==> config.mk <==
export PLATFORM = sky130hd
export DESIGN_NAME = antilog_conv
export DESIGN_NICKNAME = d
export VERILOG_FILES = /design/src/rtl/antilog_conv.sv
export SDC_FILE = /design/constraint.sdc
export NUM_CORES = 1
export LEC_CHECK = 0
export ABC_CLOCK_PERIOD_IN_PS = 3200
export CAP_MARGIN = 25
export CELL_PAD_IN_SITES_DETAIL_PLACEMENT = 0
export CELL_PAD_IN_SITES_GLOBAL_PLACEMENT = 1
export CORE_MARGIN = 4
export CORE_UTILIZATION = 40
export DETAILED_ROUTE_END_ITERATION = 8
export PLACE_DENSITY_LB_ADDON = 0.1
export SLEW_MARGIN = 20
export SYNTH_ARGS = -nofsm -noshare
export SYNTH_HDL_FRONTEND = slang
export SYNTH_SLANG_ARGS = --single-unit
==> constraint.sdc <==
create_clock -name clk -period 3.2 [get_ports clk]
set_input_delay 0.64 -clock clk [delete_from_list [all_inputs] [get_ports clk]]
set_output_delay 0.64 -clock clk [all_outputs]
set_load 0.01 [all_outputs]
==> src/rtl/antilog_conv.sv <==
// antilog_conv: two-stage converter from log domain (k, f) to linear (1.f)*2^k.
// Define ANTILOG_RND_EN to build with round-half-up instead of truncation.
module antilog_conv #(
    parameter int K_W   = 4,
    parameter int F_W   = 8,
    parameter int OUT_W = 16
) (
    input  logic             clk,
    input  logic             rst,
    input  logic             in_valid,
    output logic             in_ready,
    input  logic             in_zero,
    input  logic [K_W-1:0]   in_k,
    input  logic [F_W-1:0]   in_f,
    output logic             out_valid,
    input  logic             out_ready,
    output logic [OUT_W-1:0] out_data,
    output logic             out_ovf
);
    localparam int KMAX = 1 << K_W;
    // m << k needs F_W+1+KMAX-1 bits; one more holds the rounding carry
    localparam int PW = F_W + KMAX;
    localparam int QW = PW - F_W + 1;

    logic             rst_done;
    logic             s1_v;
    logic [F_W:0]     s1_m;
    logic [K_W-1:0]   s1_k;
    logic             s1_z;
    logic             s2_v;
    logic [OUT_W-1:0] s2_d;
    logic             s2_o;

    logic             s2_load;
    logic             in_fire;
    logic [PW:0]      wide_m;
    logic [QW-1:0]    q;
    logic [OUT_W-1:0] low;
    logic             big;
    logic             kbig;
    logic             sat;
    logic [OUT_W-1:0] nxt_d;
    logic             nxt_o;

    assign s2_load  = s1_v && (!s2_v || out_ready);
    assign in_ready = rst_done && (!s1_v || s2_load);
    assign in_fire  = in_valid && in_ready;

    assign wide_m = {{(PW-F_W){1'b0}}, s1_m};

`ifdef ANTILOG_RND_EN
    localparam logic [PW:0] HALF =
        {{(PW-F_W+1){1'b0}}, 1'b1, {(F_W-1){1'b0}}};
    logic [PW:0] rnd;
    // rounding only matters when fraction bits are dropped
    assign rnd = (32'(s1_k) < 32'(F_W)) ? HALF : '0;
    assign q   = QW'(((wide_m << s1_k) + rnd) >> F_W);
`else
    assign q   = QW'((wide_m << s1_k) >> F_W);
`endif

    generate
        if (QW > OUT_W) begin : g_ovf
            assign big = |q[QW-1:OUT_W];
            assign low = q[OUT_W-1:0];
        end else begin : g_fit
            assign big = 1'b0;
            assign low = OUT_W'(q);
        end
    endgenerate

    assign kbig = 32'(s1_k) >= 32'(OUT_W);
    assign sat  = big || kbig;

    // saturate or zero the shifted value before it enters S2
    always_comb begin
        nxt_d = sat ? '1 : low;
        nxt_o = sat;
        if (s1_z) begin
            nxt_d = '0;
            nxt_o = 1'b0;
        end
    end

    // hold off input acceptance until the first edge after reset release
    always_ff @(posedge clk or posedge rst) begin
        if (rst) rst_done <= 1'b0;
        else     rst_done <= 1'b1;
    end

    // S1: capture mantissa with hidden one, characteristic and zero flag
    always_ff @(posedge clk or posedge rst) begin
        if (rst) begin
            s1_v <= 1'b0;
            s1_m <= '0;
            s1_k <= '0;
            s1_z <= 1'b0;
        end else if (in_fire) begin
            s1_v <= 1'b1;
            s1_m <= {1'b1, in_f};
            s1_k <= in_k;
            s1_z <= in_zero;
        end else if (s2_load) begin
            s1_v <= 1'b0;
        end
    end

    // S2: result register, held while downstream stalls
    always_ff @(posedge clk or posedge rst) begin
        if (rst) begin
            s2_v <= 1'b0;
            s2_d <= '0;
            s2_o <= 1'b0;
        end else if (s2_load) begin
            s2_v <= 1'b1;
            s2_d <= nxt_d;
            s2_o <= nxt_o;
        end else if (out_ready) begin
            s2_v <= 1'b0;
        end
    end

    assign out_valid = s2_v;
    assign out_data  = s2_d;
    assign out_ovf   = s2_o;
endmodule

==> flow_metrics.tcl <==
set metrics [dict create \
    syn_avg_cell_area_sq_um 11.1 \
    drc_errors 0 \
    start_kind "input pin" \
    clk_latency_ns 0.28 \
    crit_path_end "in_ready" \
    die_area_sq_mm 0.00533 \
    drt-initial-drc-count 52 \
    htreeDepth 2 \
    crit_start "out_ready" \
    syn_area_sq_mm 0.00169 \
    setup_slack_ns 0.602 \
    grt_pass1_vias 1260 \
    drv_slew 0 \
    cts_buffers 5 \
    p_per_area_mw_per_mm2 604 \
    vdd_drop_max_uv 286 \
    fin_crit_ns 2.60 \
    tightestPinTransition_ns 0.588 \
    cts_tree "built" \
    synthToLayoutAreaGrowth_pct 26.1 \
    grt_max_degree 34 \
    root_buffer "clkbuf_8" \
    crit_path_max_fanout 2 \
    rsz0062_at_grt "no" \
    hpwl_microns 2700 \
    crit_family "buffers and inverters" \
    outcome "finished clean" \
    crit_path_max_incr_delay_ns 0.55 \
    hp-class "flop to flop" \
    worstReg2RegStart "s1_k[0]$_DFFE_PP0P_" \
    worstSetupPathType "input pin to primary output" \
    synth_cell_types 42 \
    path_cells "clkdlybuf4s50_1 > nand3b_1 > and2_1 > clkdlybuf4s50_1" \
    core_area_sq_mm 0.00406 \
    maxCapViolCount 0 \
    die_y_microns 73.0 \
    period_share 0.812 \
    hold_buffers 0 \
    ys_ff_latch 33 \
    grt_usage 0.153 \
    clk_path_buf_depth 2 \
    cts_resized 0 \
    synth_cells 152 \
    slew-limit-headroom 0.608 \
    cp-end-kind "primary output" \
    clk_pin_slew_ns 0.06 \
    gp_congestion 0.826 \
    clock.fmax_ghz 0.385 \
    holdPathStages 2 \
    fin_nets 202 \
    grt_pass1_wl_microns 6250 \
    cpMaxStageDelayCell "clkdlybuf4s50_1" \
    syn-num-nets 169 \
    cp.arrival_ns 1.96 \
    drt_wl_total_microns 3630 \
    grt_remaining_overflow 0 \
    cts_sinks 33 \
    dpl_worst_slack_ns 0.603 \
    cpMostUsedCell "clkdlybuf4s50_1" \
    fin_worst_skew_ns 0.00497 \
    hold_violations 0 \
    ys_seq_area_frac 0.489 \
    cts_setup_buffers 0 \
    rows 23 \
    viasPerCell 5.49 \
    worstPathRequired_ns 2.56 \
    antenna_found_initial 0 \
    layout-drive-gt1-share 0.173 \
    critical_path_buf_inv_count 2 \
    finalSetupViolCount 0 \
    reg2reg_slack_ns 1.21 \
    r2r-end "out_data[3]$_DFFE_PP0P_" \
    crit_cells 4 \
    worstRegToRegCells 4 \
    diodes 0 \
    die_w_microns 73.0 \
    ant_nets 0 \
    ys.warnings.count 0 \
    vias 1289 \
    avgRoutedWirePerCell_microns 15.5 \
    setup_tns_ns 0 \
    p_leak_uw 0.000915 \
    dr.pass1.iters 4 \
    start_util 0.417 \
    ios 36 \
    io_buffers 34 \
]
-- final cells by class --
class / instances / area (sq um)
clock buffer: 7 / 86.3
fill: 371 / 1930
inverter: 6 / 22.5
multi-input combinational: 103 / 779
sequential: 33 / 826
tap: 50 / 62.6
timing repair buffer: 36 / 355
-- tightest hold or removal path: cells and delay by family, from the launching register on --
kind	cells	cell delay, ns
flip-flops	1	0.34
AO/OA/AOI/OAI	1	0.06
AND/OR/NAND/NOR	1	0.04
-- cell families after synthesis --
logic type,count (synthesis),share of synthesized area
compound gates,31,0.138
buf+inv,16,0.0503
mux,26,0.183
simple gates,44,0.136
other cells,2,0.00444
flops,33,0.489
-- worst min path at each step --
stage / startpoint / endpoint / slack (ns)
after global placement: out_data[15]$_DFFE_PP0P_ / out_data[15]$_DFFE_PP0P_ / 0.46
after detailed placement: out_data[13]$_DFFE_PP0P_ / out_data[13]$_DFFE_PP0P_ / 0.47
after floorplan: s1_m[8]$_DFFE_PP0P_ / s1_m[8]$_DFFE_PP0P_ / 0.49
after global routing: out_data[6]$_DFFE_PP0P_ / out_data[6]$_DFFE_PP0P_ / 0.51
after CTS: out_data[13]$_DFFE_PP0P_ / out_data[13]$_DFFE_PP0P_ / 0.49
final: out_data[15]$_DFFE_PP0P_ / out_data[15]$_DFFE_PP0P_ / 0.48
-- power by group --
part | switching (uW) | internal, uW | total (uW) | leakage [uW]
Combinational | 172 | 234 | 406 | 0.000457
Clock | 136 | 170 | 307 | 0.0000443
Sequential | 83.7 | 493 | 576 | 0.000414
Total | 392 | 897 | 1290 | 0.000915
-- placed cells by master, fill, tap and decap left out, types with 3 or more instances in the layout --
master	count
dfrtp_1	33
clkbuf_8	6
clkdlybuf4s50_1	34
inv_1	6
o21ai_0	6
a22o_1	4
o221ai_1	3
nor2_1	6
nand2b_1	3
mux2_2	19
a21oi_1	3
nand3_1	3
mux2i_1	5
nand2_1	14
nor2b_1	4
-- layer usage --
| metal | vias up | global-route usage | wire length, microns |
|---|---|---|---|
| li1 | 613 | - | - |
| met3 | 4 | 0.0413 | 183 |
| met2 | 36 | 0.240 | 1740 |
| met5 | - | 0 | 0 |
| met1 | 636 | 0.202 | 1660 |
| met4 | 0 | 0.0594 | 44 |
-- Yosys cell counts --
master	number	share of area
dfrtp_1	33	0.49
mux2_2	19	0.13
nand2_1	14	0.031
inv_1	6	0.013
nor2_1	6	0.013
o21ai_0	6	0.018
buf_2	5	0.015
mux2i_1	5	0.030
a22o_1	4	0.021
nor2b_1	4	0.015
a21oi_1	3	0.0089
buf_4	3	0.013
nand2b_1	3	0.011
nand3_1	3	0.0089
o221ai_1	3	0.016
a211o_1	2	0.010
a221o_1	2	0.012
a2bb2oi_1	2	0.010
conb_1	2	0.0044
mux4_2	2	0.027
nand4_1	2	0.0074
nor3_1	2	0.0059
or4_1	2	0.0089
a211oi_1	1	0.0044
a221oi_1	1	0.0052
a22oi_1	1	0.0044
a311oi_1	1	0.0052
and2_1	1	0.0037
and2b_1	1	0.0044
and3_1	1	0.0037
and3b_1	1	0.0052
buf_6	1	0.0067
clkbuf_1	1	0.0022
nand2_2	1	0.0037
nand2b_2	1	0.0052
nand3b_1	1	0.0044
nor3b_1	1	0.0044
o211ai_1	1	0.0044
o21ai_2	1	0.0052
o22ai_1	1	0.0037
o31a_1	1	0.0052
o31ai_1	1	0.0044
-- flip-flops by register name (all words and copies together), names as in the netlist --
register and count:
out_data 16, s1_m 9, s1_k 4, out_valid 1
rst_done 1, s1_v 1, s1_z 1
-- metrics by stage --
step                      instances  hold WS, ns  instance area (sq um)  total power [uW]   util
after floorplan                 152        0.490                   1690               824      -
after global placement          228        0.464                   2050               983  0.504
after detailed placement        228        0.474                   2050               992  0.504
after CTS                       235        0.488                   2130              1310  0.525
after global routing            235        0.514                   2130              1370  0.525
final                           235        0.480                   2130              1290  0.525
Note: power is estimated with default switching activity, not from simulation.
